File: src/rtl/clock_pkg.sv
// clock_pkg
//   Shared types, limits and BCD helpers for the digital clock.
//   - bcd_digit_t / bcd2_t : one BCD digit / a two-digit BCD value
//   - MAX_SEC, MAX_MIN, MAX_HOUR24 : largest legal value of each field
//   - bcd_to_bin / bin_to_bcd      : two-digit BCD <-> binary
//   - bcd_in_range                 : digit validity plus numeric range check
//   - hour12_to_24 / hour24_to_12  : hour conversion between display modes
package clock_pkg;

  typedef logic [3:0] bcd_digit_t;

  typedef struct packed {
    bcd_digit_t tens;
    bcd_digit_t ones;
  } bcd2_t;

  localparam int MAX_SEC    = 59;
  localparam int MAX_MIN    = 59;
  localparam int MAX_HOUR24 = 23;

  function automatic logic [7:0] bcd_to_bin(input logic [7:0] b);
    return 8'(b[7:4]) * 8'd10 + 8'(b[3:0]);
  endfunction

  function automatic logic [7:0] bin_to_bcd(input logic [7:0] v);
    bcd_digit_t t;
    bcd_digit_t o;
    t = 4'(v / 8'd10);
    o = 4'(v % 8'd10);
    return {t, o};
  endfunction

  // Both digits must be decimal before the numeric value means anything.
  function automatic logic bcd_in_range(input logic [7:0] b,
                                        input logic [7:0] lo,
                                        input logic [7:0] hi);
    logic [7:0] v;
    v = bcd_to_bin(b);
    return (b[7:4] <= 4'd9) && (b[3:0] <= 4'd9) && (v >= lo) && (v <= hi);
  endfunction

  // 12 AM -> 00, 12 PM -> 12, any other PM hour gains 12.
  function automatic logic [7:0] hour12_to_24(input logic [7:0] hh12,
                                              input logic       pm);
    logic [7:0] v;
    v = bcd_to_bin(hh12);
    if (v == 8'd12) v = 8'd0;
    if (pm)         v = v + 8'd12;
    return bin_to_bcd(v);
  endfunction

  // 00 -> 12, 01..12 unchanged, 13..23 -> minus 12.
  function automatic logic [7:0] hour24_to_12(input logic [7:0] hh24);
    logic [7:0] v;
    v = bcd_to_bin(hh24);
    if (v == 8'd0)       v = 8'd12;
    else if (v > 8'd12)  v = v - 8'd12;
    return bin_to_bcd(v);
  endfunction

endpackage

File: src/rtl/bcd_mod_counter.sv
// bcd_mod_counter
//   Two-digit BCD counter that wraps from MODULUS-1 back to 00.
//   clk, reset (async, active-low)
//   inc      : advance by one this cycle
//   load     : overwrite with load_val (takes precedence over inc)
//   load_val : BCD value to load
//   val      : current count
//   val_next : value the count takes on the next edge
//   carry    : inc while at MODULUS-1, i.e. this edge wraps to 00
module bcd_mod_counter
  import clock_pkg::*;
#(
  parameter int MODULUS = 60
) (
  input  logic       clk,
  input  logic       reset,
  input  logic       inc,
  input  logic       load,
  input  logic [7:0] load_val,
  output logic [7:0] val,
  output logic [7:0] val_next,
  output logic       carry
);

  localparam bcd_digit_t TOP_TENS = 4'((MODULUS - 1) / 10);
  localparam bcd_digit_t TOP_ONES = 4'((MODULUS - 1) % 10);

  bcd2_t cnt;
  bcd2_t cnt_next;
  logic  at_top;

  assign at_top = (cnt.tens == TOP_TENS) && (cnt.ones == TOP_ONES);
  assign carry  = inc && at_top;

  // NOTE: every signal written in always_comb gets a default first, so no
  // path leaves it unassigned and no latch is inferred.
  always_comb begin
    cnt_next = cnt;
    if (load) begin
      cnt_next = load_val;
    end else if (inc) begin
      if (at_top) begin
        cnt_next = '0;
      end else if (cnt.ones == 4'd9) begin
        cnt_next.tens = cnt.tens + 4'd1;
        cnt_next.ones = '0;
      end else begin
        cnt_next.ones = cnt.ones + 4'd1;
      end
    end
  end

  // NOTE: state registers use non-blocking assignments so every flop samples
  // the pre-edge values regardless of process ordering.
  always_ff @(posedge clk or negedge reset) begin
    if (!reset) cnt <= '0;
    else        cnt <= cnt_next;
  end

  assign val      = cnt;
  assign val_next = cnt_next;

endmodule

File: src/rtl/digital_clock_alarm.sv
// digital_clock_alarm
//   Real-time clock with 12/24-hour display, time load and sticky alarm.
//   Time is kept internally as 24-hour BCD; the display is decoded from it.
//   clk, reset (async, active-low)
//   ena                    : time-base qualifier for the prescaler
//   mode24                 : 1 = 24-hour display/load, 0 = 12-hour
//   load, load_hh/mm/ss,
//   load_pm                : one-cycle time-set strobe and BCD values
//   alarm_en, alarm_hh/mm  : alarm arm and 24-hour BCD alarm time
//   alarm_ack              : alarm clear strobe
//   hh, mm, ss, pm         : displayed time
//   sec_pulse              : one cycle per second advance, with the new time
//   load_err               : one cycle after a rejected load
//   alarm                  : sticky alarm flag
module digital_clock_alarm
  import clock_pkg::*;
#(
  parameter int TICKS_PER_SEC = 1,
  parameter bit RESET_MODE24  = 1'b0
) (
  input  logic       clk,
  input  logic       reset,
  input  logic       ena,
  input  logic       mode24,
  input  logic       load,
  input  logic [7:0] load_hh,
  input  logic [7:0] load_mm,
  input  logic [7:0] load_ss,
  input  logic       load_pm,
  input  logic       alarm_en,
  input  logic [7:0] alarm_hh,
  input  logic [7:0] alarm_mm,
  input  logic       alarm_ack,
  output logic [7:0] hh,
  output logic [7:0] mm,
  output logic [7:0] ss,
  output logic       pm,
  output logic       sec_pulse,
  output logic       load_err,
  output logic       alarm
);

  localparam logic [15:0] PRESC_TOP = 16'(TICKS_PER_SEC - 1);

  logic [15:0] presc;
  logic        tick;
  logic        adv;
  logic        mode24_eff;
  logic        hour_ok;
  logic        load_ok;
  logic [7:0]  ld_hour;
  logic        alarm_hit;

  logic [7:0]  sec_v, min_v, hour_v;
  logic [7:0]  sec_n, min_n, hour_n;
  logic        sec_c, min_c;
  logic        day_wrap_unused;

  // While reset is held the mode register sits at its reset value; once
  // released the mode follows the input combinationally.
  assign mode24_eff = reset ? mode24 : RESET_MODE24;

  // Load validation and conversion to the internal 24-hour form.
  always_comb begin
    hour_ok = bcd_in_range(load_hh, 8'd0, 8'(MAX_HOUR24));
    ld_hour = load_hh;
    if (!mode24_eff) begin
      hour_ok = bcd_in_range(load_hh, 8'd1, 8'd12);
      ld_hour = hour12_to_24(load_hh, load_pm);
    end
  end

  assign load_ok = load && hour_ok
                && bcd_in_range(load_mm, 8'd0, 8'(MAX_MIN))
                && bcd_in_range(load_ss, 8'd0, 8'(MAX_SEC));

  // Any load (valid or not) swallows a coincident advance.
  assign tick = ena && (presc == PRESC_TOP);
  assign adv  = tick && !load;

  always_ff @(posedge clk or negedge reset) begin
    if (!reset) begin
      presc <= '0;
    end else if (load) begin
      if (load_ok) presc <= '0;
    end else if (ena) begin
      presc <= tick ? '0 : presc + 16'd1;
    end
  end

  bcd_mod_counter #(.MODULUS(MAX_SEC + 1)) u_sec (
    .clk      (clk),
    .reset    (reset),
    .inc      (adv),
    .load     (load_ok),
    .load_val (load_ss),
    .val      (sec_v),
    .val_next (sec_n),
    .carry    (sec_c)
  );

  bcd_mod_counter #(.MODULUS(MAX_MIN + 1)) u_min (
    .clk      (clk),
    .reset    (reset),
    .inc      (sec_c),
    .load     (load_ok),
    .load_val (load_mm),
    .val      (min_v),
    .val_next (min_n),
    .carry    (min_c)
  );

  bcd_mod_counter #(.MODULUS(MAX_HOUR24 + 1)) u_hour (
    .clk      (clk),
    .reset    (reset),
    .inc      (min_c),
    .load     (load_ok),
    .load_val (ld_hour),
    .val      (hour_v),
    .val_next (hour_n),
    .carry    (day_wrap_unused)
  );

  // Match on the time this advance produces, so loads can never fire it.
  assign alarm_hit = adv && alarm_en && (sec_n == 8'h00)
                  && (min_n == alarm_mm) && (hour_n == alarm_hh);

  always_ff @(posedge clk or negedge reset) begin
    if (!reset) begin
      sec_pulse <= 1'b0;
      load_err  <= 1'b0;
      alarm     <= 1'b0;
    end else begin
      sec_pulse <= adv;
      load_err  <= load && !load_ok;
      if (alarm_hit)                   alarm <= 1'b1;
      else if (alarm_ack || !alarm_en) alarm <= 1'b0;
    end
  end

  assign ss = sec_v;
  assign mm = min_v;
  assign hh = mode24_eff ? hour_v : hour24_to_12(hour_v);
  assign pm = (hour_v >= 8'h12);

endmodule

File: config.mk
export PLATFORM = sky130hd
export DESIGN_NAME = digital_clock_alarm
export DESIGN_NICKNAME = d
export VERILOG_FILES = /design/src/rtl/clock_pkg.sv /design/src/rtl/bcd_mod_counter.sv /design/src/rtl/digital_clock_alarm.sv
export SDC_FILE = /design/constraint.sdc
export NUM_CORES = 1
export LEC_CHECK = 0
export BUFFER_PORTS_ARGS = -buffer_cell sky130_fd_sc_hd__buf_2
export CAP_MARGIN = 10
export CORE_UTILIZATION = 50
export CTS_CLUSTER_DIAMETER = 100
export DETAILED_ROUTE_END_ITERATION = 10
export PLACE_DENSITY = 0.73
export SLEW_MARGIN = 25
export SYNTH_ARGS = -nofsm -noshare
export SYNTH_HDL_FRONTEND = slang
export SYNTH_HIERARCHICAL = 1
export SYNTH_SLANG_ARGS = --single-unit
export TNS_END_PERCENT = 5
File: constraint.sdc
create_clock -name clk -period 4.5 [get_ports clk]
set_input_delay 0.45 -clock clk [delete_from_list [all_inputs] [get_ports clk]]
set_output_delay 0.45 -clock clk [all_outputs]
set_load 0.02 [all_outputs]
# After elaboration in Yosys (flattened, before gate mapping)
# Index checks and enable logic that the tools add are counted.
# classes
addsub	13
n_mul	4
n_div	4
magnitude_cmp	16
n_eq_ne	11
n_mux	31
n_reduce_logical	36
# ops
cell	n
8-bit two-way mux	17
16-bit two-way mux	4
8-bit by 4-bit adder with 8-bit output	4
8-bit by 1-bit >= comparator with 1-bit output (second input constant)	4
4-bit by 3-bit multiplier with 7-bit output (second input constant)	4
1-bit logical AND	26
4-bit by 1-bit adder with 4-bit output (second input constant)	6
4-bit <= comparator (second input constant)	6
4-bit two-way mux	6
16-bit by 1-bit adder with 16-bit output (second input constant)	1
8-bit by 4-bit divider with 8-bit output (second input constant)	2
8-bit == test	2
8-bit by 6-bit <= comparator with 1-bit output (second input constant)	2
16-bit zero test	1
8-bit zero test	2
8-bit by 4-bit remainder unit with 8-bit output (second input constant)	2
4-bit == test (second input constant)	3
8-bit by 4-bit adder with 8-bit output (second input constant)	1
4-bit by 2-bit == test with 1-bit output (second input constant)	2
4-bit by 3-bit == test with 1-bit output (second input constant)	2
8-bit by 4-bit == test with 1-bit output (second input constant)	1
8-bit by 5-bit >= comparator with 1-bit output (second input constant)	1
8-bit by 4-bit greater-than comparator with 1-bit output (second input constant)	1
8-bit by 4-bit <= comparator with 1-bit output (second input constant)	1
other kinds (8)	14
# totals
regBits	43
input_bits	48
output_inout_bits	28
wordCells	125

# Longest topological paths before layout
# logic_depth
ltp_word	15
ltp_mapped	28
mapped_depth_nobuf	27

# Hierarchy
# The synthesis kept the hierarchy.
# modules_own_cells
module	n_inst	cells_each	area_each_um2
digital_clock_alarm	1	539	4189.0
bcd_mod_counter at u_min ...	2	58	515.5
bcd_mod_counter at u_hour	1	52	515.5

# Worst setup path after synthesis
# OpenSTA, ideal clock, no wires.
# synth_timing
kind	input to register
start	in load_hh[5]
end	reg alarm
arrival_time_ns	5.511
t_required_ns	4.433
slack_ns	-1.079
path_stages	27
n_path_buf	1
path_cell_list	ha_1 ha_1 inv_1 fa_1 and2b_1 a21o_1 o211ai_1 or3_1 nand2_1 ha_1 o21ai_0 a211oi_1 o211ai_1 a311oi_1 a21oi_1 buf_2 or2_2 mux2_1 o21ai_2 nor2_1 a211oi_1 a22o_1 xnor2_1 nand4_1 nor3_1 nand4_1 nand2_1
# synth_via
word_cells_on_any_way	36
cone_classes	add/sub: 2; mul: 1; div: 2; order compare: 5; eq/ne: 3; mux: 10; reduce/logical: 13
# synth_rtl
item	line_no	source
from (decl)	digital_clock_alarm.sv:26	input logic [7:0] load_hh,
4-bit by 3-bit multiplier with 7-bit output (*)	clock_pkg.sv:22	return 8'(b[7:4]) * 8'd10 + 8'(b[3:0]);
8-bit by 4-bit adder with 8-bit output (*)	clock_pkg.sv:22	
8-bit by 4-bit == test with 1-bit output	clock_pkg.sv:47	if (v == 8'd12) v = 8'd0;
8-bit two-way mux (*)	clock_pkg.sv:47	
8-bit two-way mux (*)	digital_clock_alarm.sv:67	if (!mode24_eff) begin
8-bit by 4-bit adder with 8-bit output	clock_pkg.sv:48	if (pm) v = v + 8'd12;
8-bit two-way mux (*)	clock_pkg.sv:48	
8-bit two-way mux (*)	digital_clock_alarm.sv:67	
8-bit by 4-bit remainder unit with 8-bit output (*)	clock_pkg.sv:29	o = 4'(v % 8'd10);
8-bit two-way mux (*)	digital_clock_alarm.sv:67	
named net ld_hour[3]	digital_clock_alarm.sv:51	logic [7:0] ld_hour;
8-bit two-way mux (*)	bcd_mod_counter.sv:39	if (load) begin
named net hour_n[3]	digital_clock_alarm.sv:55	logic [7:0] sec_n, min_n, hour_n;
8-bit == test (*)	digital_clock_alarm.sv:126	&& (min_n == alarm_mm) && (hour_n == alarm_hh);
1-bit logical AND (*)	digital_clock_alarm.sv:126	
1-bit two-way mux or 2-bit nonzero test (tied branches)	-	
to (signal assigned)	digital_clock_alarm.sv:132	alarm <= 1'b0;
to (signal assigned)	digital_clock_alarm.sv:136	if (alarm_hit) alarm <= 1'b1;
to (signal assigned)	digital_clock_alarm.sv:137	else if (alarm_ack || !alarm_en) alarm <= 1'b0;
to (decl)	digital_clock_alarm.sv:40	output logic alarm
# The timed path passes the listed nets; every way through them passes the cells marked *. The select of a mux whose other input is x is not followed.
# A chain may end at the register's enable or synchronous reset.

# Worst setup path in the final report
# layout_timing
start	in load_hh[4]
end	reg alarm
# Same word-level chain as after synthesis.

==> flow_metrics.env <==
export IMPL_r2r_start="presc[0]"
export IMPL_place_congestion=0.9217
export IMPL_nFillCells=830
export IMPL_totalWireLength_um=18880
export IMPL_final_hold_viol_count=0
export IMPL_critical_path_class="primary input to register"
export IMPL_final_cell_mix="buf_4 (169), buf_2 (71), nand2_1 (56), nor2_1 (56), dfrtp_1 (43)"
export IMPL_p_leak_nw=3.764
export IMPL_intPower_mw=1.470
export IMPL_grt_pass1_vias=6632
export IMPL_grt_max_degree=44
export IMPL_clk_path_buf_depth=2
export IMPL_synth_nets=804
export IMPL_hpwl_um=14740
export IMPL_crit_buf_inv=3
export IMPL_drive_above_1_share=0.3666
export IMPL_cts_buffers=5
export IMPL_seq_area_um2=1076
export IMPL_io_pins=76
export IMPL_drt_iter0_markers=445
export IMPL_slew_headroom=0.5321
export IMPL_p_clk_frac=0.139
export IMPL_dr_pass1_iters=5
export IMPL_avgRoutedWirePerCell_um=17.47
export IMPL_overflow=0
export IMPL_status="finished, violations left"
export IMPL_final_common_cell="buf_4"
export IMPL_critPathLaunchType="primary input"
export IMPL_postRouteAntennaNets=0
export IMPL_grtUsageTotal=0.3269
export IMPL_nNetsFinal=1038
export IMPL_finalSetupViolCount=13
export IMPL_drc_errors=0
export IMPL_endpoint_kind="register"
export IMPL_worst_path_stages=28
export IMPL_fin_ws_ns=-0.9222
export IMPL_reg2reg_depth=18
export IMPL_syn_cell_area_um2=5732
export IMPL_post_place_cells=1063
export IMPL_final_core_util=0.7331
export IMPL_cts_sinks=43
export IMPL_p_comb_frac=0.665
export IMPL_io_buffers=75
export IMPL_swShare=0.4333
export IMPL_start_util=0.5219
export IMPL_rsz0062_at_grt="yes"
export IMPL_switchingPower_mw=1.124
export IMPL_critPathMaxFanout=8
export IMPL_failed_checks="negative setup slack"
export IMPL_cts_tree="yes"
export IMPL_die_h_um=109.1
export IMPL_core_area_um2=10980
export IMPL_htree_levels=2
export IMPL_cpPeakStageDelay_ns=0.43
export IMPL_cp_data_required_time_ns=4.73
export IMPL_min_path_type="primary input to asynchronous set/reset pin"
export IMPL_hold_ws_ns=0.2948
export IMPL_cp_arrival_ns=5.65
export IMPL_path_clk_slew_ns=0.07
export IMPL_die_w_um=109.1
export IMPL_finalMaxSlewViolations=0
export IMPL_antenna_cells=0
export IMPL_p_seq_frac=0.196
export IMPL_p_per_area_nw_per_um2=322.2
export IMPL_vias=6688
export IMPL_ir_worst_vdd_v=0.0004266
export IMPL_cts_root_buf="clkbuf_16"
export IMPL_cp_slowest_cell="fa_1"
export IMPL_final_setup_skew_ns=0.01457
export IMPL_avgViaCountPerCell=6.187
export IMPL_crit_family="compound AO/OA/AOI/OAI gates"
export IMPL_stdcell_count=1081
export IMPL_clk_latency_ns=0.30
export IMPL_antenna_found_initial=0
export IMPL_synth_avg_cell_area_um2=8.119
export IMPL_die_area_um2=11900
export IMPL_ys_warn_count=6
export IMPL_grt_pass1_wl_um=30910
export IMPL_tightest_slew_ns=0.6930
export IMPL_area_growth_pct=40.47
export IMPL_timing_final_crit_share=1.205
export IMPL_multi_input_area_um2=4781
export IMPL_row_count=38
export IMPL_syn_inst=706
export IMPL_maxCapViolations=0
export IMPL_worstSetupStartpoint="load_hh[4]"
export IMPL_power_total_mw=2.594
export IMPL_max_freq_mhz=184.4
export IMPL_fin_crit_ns=5.422
[per-stage QoR]
step | instance area (µm²) | setup slack, ns | TNS, ns
2_1_floorplan | 5837 | -0.7266 | -2.460
3_3_place_gp | 7530 | -1.019 | -5.956
3_5_place_dp | 7530 | -1.216 | -7.851
4_1_cts | 8000 | -0.7948 | -5.113
5_1_grt | 8051 | -1.223 | -8.865
6_report | 8051 | -0.9222 | -6.018
[final timing paths]
| path | end | slack (ns) |
|---|---|---|
| max in group asynchronous | presc[2] | 3.79 |
| hold reg to reg | alarm | 0.54 |
| min in group clk | alarm | 0.42 |
| setup reg to reg | alarm | -0.03 |
| hold / removal | u_sec/val[4] | 0.29 |
| setup / recovery | alarm | -0.92 |
[power groups by stage]
stage                     sequential, mW  combinational (mW)  clock [mW]
after floorplan                    0.535               0.947           0
after global placement             0.509                1.51           0
after detailed placement           0.513                1.57           0
after CTS                          0.507                1.69       0.367
after global routing               0.517                1.86       0.379
final                              0.509                1.72       0.361
[layout make-up]
class | count | share of cell area
inverters | 36 | 0.01678
clock buffers | 6 | 0.01601
flip-flops and latches | 43 | 0.1336
multi-input cells | 605 | 0.5938
well taps | 140 | 0.02176
clock inverters | 2 | 0.001554
repair buffers | 249 | 0.2165
[registers in the layout, indices dropped and copies added (netlist names)]
signal      flops
u_sec/val       8
alarm           1
sec_pulse       1
u_min/val       8
presc          16
u_hour/val      8
load_err        1
[worst reg2reg max path, stage by stage, from the launching register on]
cell	delay, ns
dfrtp_1	0.41
inv_1	0.10
ha_1	0.16
nor4b_1	0.21
nand4_1	0.27
nor2_1	0.37
nand4b_2	0.21
nor3_1	0.30
buf_4	0.21
nand4b_2	0.15
nor3_1	0.49
nand4b_1	0.31
o31a_1	0.36
a22oi_1	0.27
xnor2_1	0.16
nand4_1	0.13
nor3_2	0.18
nand4_1	0.09
nand2_1	0.09
[routing by layer]
metal  share of wire  vias to the layer above  global-route usage
met3           0.055                       61             0.04124
met5               0                        -                   0
li1                -                     3133                   -
met1            0.41                     3237              0.3873
met2            0.50                      257              0.5961
met4           0.030                        0              0.1226
[repair_timing]
action,CTS,global route
setup endpoints to repair,13,14
setup buffers,9,0
hold endpoints to repair,0,0
hold buffers,0,0
resized for setup,49,10
cloned,1,0
pin swaps,44,5
Note: power is estimated with default switching activity, not from simulation.
